### config.mk
export PLATFORM = sky130hd
export DESIGN_NAME = majority_frame_collector
export DESIGN_NICKNAME = d
export VERILOG_FILES = /design/src/rtl/majority_frame_collector.sv
export SDC_FILE = /design/constraint.sdc
export NUM_CORES = 1
export LEC_CHECK = 0
export ABC_AREA = 1
export ABC_CLOCK_PERIOD_IN_PS = 3900
export BUFFER_PORTS_ARGS = -buffer_cell sky130_fd_sc_hd__buf_2
export CAP_MARGIN = 30
export CORE_ASPECT_RATIO = 1.5
export CORE_MARGIN = 1.5
export CORE_UTILIZATION = 61
export CTS_CLUSTER_SIZE = 10
export DETAILED_ROUTE_END_ITERATION = 16
export PLACE_DENSITY = 0.83
export SLEW_MARGIN = 20
export SYNTH_ARGS = -nofsm -noshare
export SYNTH_HDL_FRONTEND = slang
export SYNTH_SLANG_ARGS = --single-unit
### constraint.sdc
create_clock -name clk -period 3.9 [get_ports clk]
set_input_delay 0.39 -clock clk [delete_from_list [all_inputs] [get_ports clk]]
set_output_delay 0.39 -clock clk [all_outputs]
set_load 0.03 [all_outputs]
### src/rtl/majority_frame_collector.sv
// majority_frame_collector: serial-to-frame collector with ones count and majority flag.
// Define MAJ_OVERRUN_DROP_EN to drop frames on overrun (bit_ready tied 1) and expose overrun_cnt.
module majority_frame_collector #(
    parameter int WIDTH = 16,
    parameter int CNT_W = 5
) (
    input  logic             clk,
    input  logic             rst_n,
    input  logic             bit_valid,
    input  logic             bit_data,
    output logic             bit_ready,
    input  logic             frame_clear,
    output logic             frame_valid,
    output logic [WIDTH-1:0] frame_data,
    output logic [CNT_W-1:0] frame_ones,
    output logic             frame_major,
    input  logic             frame_ready
`ifdef MAJ_OVERRUN_DROP_EN
    ,
    output logic [7:0]       overrun_cnt
`endif
);
    localparam logic [CNT_W-1:0] HALF = CNT_W'(WIDTH / 2);
    localparam logic [CNT_W-1:0] LAST = CNT_W'(WIDTH - 1);
    typedef enum logic {COLLECT, FULL} state_t;
    state_t           r_state, w_state_nxt;
    logic [CNT_W-1:0] r_cnt, r_ones, r_pend_ones, r_out_ones, w_word_ones;
    logic [WIDTH-1:0] r_asm, r_out_data, w_word;
    logic             r_out_valid, r_out_major;
    logic             w_accept, w_last, w_drain, w_out_free, w_load_new, w_load_pend;
    assign w_accept    = bit_valid && bit_ready && !frame_clear;
    assign w_last      = w_accept && (r_cnt == LAST);
    assign w_word      = {r_asm[WIDTH-2:0], bit_data};
    assign w_word_ones = r_ones + {{(CNT_W-1){1'b0}}, bit_data};
    assign w_drain     = r_out_valid && frame_ready;
    assign w_out_free  = !r_out_valid || w_drain;
    always_ff @(posedge clk or negedge rst_n) begin
        if (!rst_n) r_state <= COLLECT;
        else        r_state <= w_state_nxt;
    end
    always_comb begin
        w_state_nxt = r_state;
`ifndef MAJ_OVERRUN_DROP_EN
        if (r_state == COLLECT) w_state_nxt = (w_last && !w_out_free) ? FULL : COLLECT;
        else if (frame_clear || w_drain) w_state_nxt = COLLECT;
`endif
    end
    always_comb begin
`ifdef MAJ_OVERRUN_DROP_EN
        bit_ready = 1'b1;
`else
        bit_ready = (r_state == COLLECT);
`endif
        w_load_new  = w_last && w_out_free;
        w_load_pend = (r_state == FULL) && w_drain && !frame_clear;
    end
    // The assembly register doubles as the pending-frame store while in FULL.
    always_ff @(posedge clk or negedge rst_n) begin
        if (!rst_n) begin
            r_cnt       <= '0;
            r_ones      <= '0;
            r_asm       <= '0;
            r_pend_ones <= '0;
            r_out_valid <= 1'b0;
            r_out_data  <= '0;
            r_out_ones  <= '0;
            r_out_major <= 1'b0;
        end else begin
            if (frame_clear) begin
                r_cnt  <= '0;
                r_ones <= '0;
            end else if (w_accept) begin
                r_asm  <= w_word;
                r_cnt  <= w_last ? '0 : r_cnt + CNT_W'(1);
                r_ones <= w_last ? '0 : w_word_ones;
                if (w_last) r_pend_ones <= w_word_ones;
            end
            if (w_load_new) begin
                r_out_valid <= 1'b1;
                r_out_data  <= w_word;
                r_out_ones  <= w_word_ones;
                r_out_major <= w_word_ones > HALF;
            end else if (w_load_pend) begin
                r_out_valid <= 1'b1;
                r_out_data  <= r_asm;
                r_out_ones  <= r_pend_ones;
                r_out_major <= r_pend_ones > HALF;
            end else if (w_drain) begin
                r_out_valid <= 1'b0;
            end
        end
    end
`ifdef MAJ_OVERRUN_DROP_EN
    logic [7:0] r_overrun;
    always_ff @(posedge clk or negedge rst_n) begin
        if (!rst_n) r_overrun <= '0;
        else if (w_last && !w_out_free && r_overrun != 8'hFF) r_overrun <= r_overrun + 8'd1;
    end
    assign overrun_cnt = r_overrun;
`endif
    assign frame_valid = r_out_valid;
    assign frame_data  = r_out_data;
    assign frame_ones  = r_out_ones;
    assign frame_major = r_out_major;
endmodule

==> results by stage <==
Layout:
- The total number of nets in the final design is ~300.
- The area added between synthesis and finish is 10.19%.
- The most common cell after layout, fill and taps aside is nand2_1.
- In the layout the commonest cells are nand2_1, dfrtp_1, inv_1, buf_2, o21ai_0.
- The fraction of final layout cells sized beyond drive strength 1 is 15.59%.
- The number of diodes added for antenna fixing is 0.
- The area of all placed cells without fillers is around 0.0027 mm2.

Synth:
- The share of synthesized area in the top cell type comes to roughly 57%.
- The synthesized netlist cell count is around 270.
- The number of nets produced by synthesis is 275.
- For this run, the number of Yosys warnings is 0.
- In this run, synthesis produced a sequential element count of 55.
- The largest total area in the synthesized netlist belongs to dfrtp_1.
- After synthesis, flip-flops and latches occupy 57.20% of the total area.
- The number of distinct library cell variants in the gate-level netlist after synthesis is 23.
- The cell area after synthesis is 0.002406 mm2.
- After synthesis, the mean cell area works out to 9.045 um2.
- After synthesis, the cell types taking the most area are dfrtp_1, nand2_1, o211ai_1.

STA:
- The summed negative setup slack over all endpoints is 0 ps.
- The max-slew headroom at the worst pin is 55.54%.
- The clock skew is roughly 8.1 ps.
- The total count of max-transition violations in the final report is 0.
- Static timing analysis puts the maximum clock frequency at 0.4838 GHz.
- The hold violation count in the final report came to 0.
- The number of setup violations in the final report is 0.
- At the pin with the least slew margin, the transition time is 666.9 ps.
- The final period demand of the worst path is 2067 ps.
- The share of the clock period used by the worst path after layout is 53.00%.
- Setup repair after global routing left no endpoint under its margin.

Detailed routing:
- The final wirelength is ~4.6 mm.
- Summing over every cut layer, the via total after detailed routing is between 1,500 and 2,000.
- The mean number of vias per cell is ~5.5.
- The number of DRC violations after detailed-routing iteration 0 is 42.
- Once detail routing completed, the nets flagged for antenna violations numbered 0.
- The routed length per placed instance is 13.70 um.
- The DRC violations left is 0.
- The first detailed-routing pass ran for 5 iterations.

Worst setup path:
- The worst register-to-register path ends at frame_ones[3]$_DFFE_PN0P_.
- The worst setup path endpoint is frame_ones[3]$_DFFE_PN0P_.
- The critical-path maximum fanout is 23.
- The critical path in this run is classified as reg2reg.
- The critical path startpoint category is a flop.
- The largest single stage delay on the critical path is 390 ps.
- The number of cells on the worst reg-to-reg path is 8.
- The worst register-to-register path begins at r_cnt[0]$_DFFE_PN0P_.
- Across all register-to-register paths, the minimum setup slack is between 1500 and 2000 ps.
- The cell with the most instances on the worst path is nand3_2.
- Data on the critical path is required at its endpoint by 4070 ps.
- The critical path goes through ha_1, nand3_2, nor2_4, nand3_2, nand2_2, inv_2, nand2_1, o211ai_1.
- The slowest stage of the critical path belongs to the cell dfrtp_1.
- STA puts the critical path data arrival time at 2240 ps.
- The kind of capture point of the worst setup path is a flop.
- The launch point of the critical path is r_cnt[0]$_DFFE_PN0P_.

Power:
- The worst ir drop on vdd is 303.5 uV.
- Dividing total power by cell area gives a power density of 398.7 mW/mm2.
- The total power after layout is 1.057 mW.
- For this design the static power due to leakage is 1.280 nW.

Clocking:
- The H-tree depth reported by CTS is 2.
- The number of buffers added for setup after CTS is 0.
- The clock latency on the worst-skew pair is about 310 ps.
- Clock tree synthesis inserted a total of 5 buffers.
- The maximum root-to-sink buffer count is 2.
- In this run the clock root is driven by a clkbuf_8.
- Clock-pin slew was measured on the worst setup and hold paths at 90 ps.
- The count of instances resized after the clock tree is built is 0.
- The clock net in this run drives a total of 55 sinks.
- Hold repair after CTS inserted 0 buffers.
- TritonCTS built the clock tree.

Global route:
- The met1 global-route usage is 27.19%.
- The global routing usage on met2 is 43.37%.
- Global routing consumed, over all layers together, 24.23% of the routing resources.
- The via count of the first global-routing pass was 1,797.
- The layer flagged by global routing as most heavily used is met2.
- In the global route stage, met3 resource usage came out at 4.494%.
- After global routing the overflow that remains totals 0.
- The number of antenna violations at the first check in global routing was 0.
- The pin count of the biggest net entering global routing is 56.
- The first-pass GRT wire length is between 7 and 8 mm.

Floorplan:
- The die height is 79.92 um.
- The total area inside the core boundary comes to about 0.0037 mm2.
- The die covers 0.004338 mm2.
- The floorplan has 27 rows.
- The die width is 54.28 um.
- The total I/O pin count is 30.
- The initial core utilization is between 60% and 70%.

Flow run:
- The reported max-cap violation count is 0.

Placed design:
- Routability-driven placement finished with a final weighted congestion of about 0.80.
- The count of port buffers added during placement is 29.
- The sum of net half-perimeters after detailed placement is 3.180 mm.
- The placed instances occupy a cell area of 0.002564 mm2.

Worst hold path:
- The type of the most critical hold path is in2async.

Outcome:
- The flow ran to the end, and the final reports show no timing, DRC or antenna violations.
==> kinds of logic (layout without fill, tap and decap cells) <==
kind of cell,count (synthesis),in the layout,share of synthesized area (%)
flops,55,55,57.20
fa+ha+maj,3,3,1.560
buf+inv,40,69,7.020
simple gates,113,113,20.07
xor+xnor,2,2,0.7282
compound gates,53,53,13.42
==> flip-flops by register name (all words and copies together) (netlist names) <==
register     count
r_state          1
frame_ones       5
r_ones           5
frame_valid      1
r_pend_ones      5
frame_data      16
frame_major      1
r_cnt            5
r_asm           16
==> synthesized netlist by cell type <==
cell type,number
buf_6,2
dfrtp_1,55
nand3_1,12
xnor2_1,1
ha_1,3
o211ai_1,20
nand3_2,3
nor2_1,9
nand4_1,4
o21ai_0,28
nor2_4,1
inv_2,2
inv_1,29
nor2_2,1
clkinv_1,1
nand2_1,81
buf_2,3
nand2_2,2
clkbuf_1,3
a21oi_1,2
o22ai_1,2
a32o_1,1
xor2_1,1
==> critical path: cells and delay by family, from the launching register on <==
kind	cells	cell delay, ps
and+or+nand+nor	5	1000
buffers and inverters	1	190
AOI/OAI and AO/OA	1	80
adders and majority gates	1	260
DFF	1	390
==> per-stage QoR <==
step	cells	hold WS, ps	util (%)	setup WS, ps
6_report	338	192.1	71.35	1833
5_1_grt	338	267.6	71.35	1660
2_1_floorplan	266	94.41	-	2443
3_3_place_gp	331	468.7	68.99	1826
3_5_place_dp	331	482.8	68.99	1834
4_1_cts	338	225.1	71.35	1849
==> power by group <==
part           internal [mW]  switching, mW
registers              0.612         0.0331
logic                 0.0323         0.0645
clock network          0.140          0.175
total                  0.784          0.273
==> metal layers <==
layer | wire [um] | up-vias | share of wire, %
li1 | - | 924 | -
met1 | 1887 | 895 | 41
met2 | 2520 | 28 | 54
met3 | 135 | 8 | 2.9
met4 | 87 | 0 | 1.9
met5 | 0 | - | 0
==> worst min path at each step <==
stage | from | to | slack [ps] | cells after the start
after floorplan | rst_n | frame_data[0]$_DFFE_PN0P_ | 90 | 0
after global placement | r_asm[15]$_DFFE_PN0P_ | r_asm[15]$_DFFE_PN0P_ | 470 | 2
after detailed placement | frame_data[7]$_DFFE_PN0P_ | frame_data[7]$_DFFE_PN0P_ | 480 | 2
after CTS | rst_n | r_asm[6]$_DFFE_PN0P_ | 230 | 2
after global routing | rst_n | r_asm[6]$_DFFE_PN0P_ | 270 | 2
final | rst_n | r_asm[6]$_DFFE_PN0P_ | 190 | 2
==> layout make-up <==
| type | instances | area (um2) |
|---|---|---|
| clock buffers | 6 | 82.58 |
| clock inverters | 1 | 5.005 |
| fillers | 288 | 1065 |
| inverters | 32 | 120.1 |
| multi-input cells | 171 | 860.8 |
| flip-flops and latches | 55 | 1376 |
| well taps | 43 | 53.80 |
| repair buffers | 30 | 152.6 |
Power figures use the tool's default switching activity.
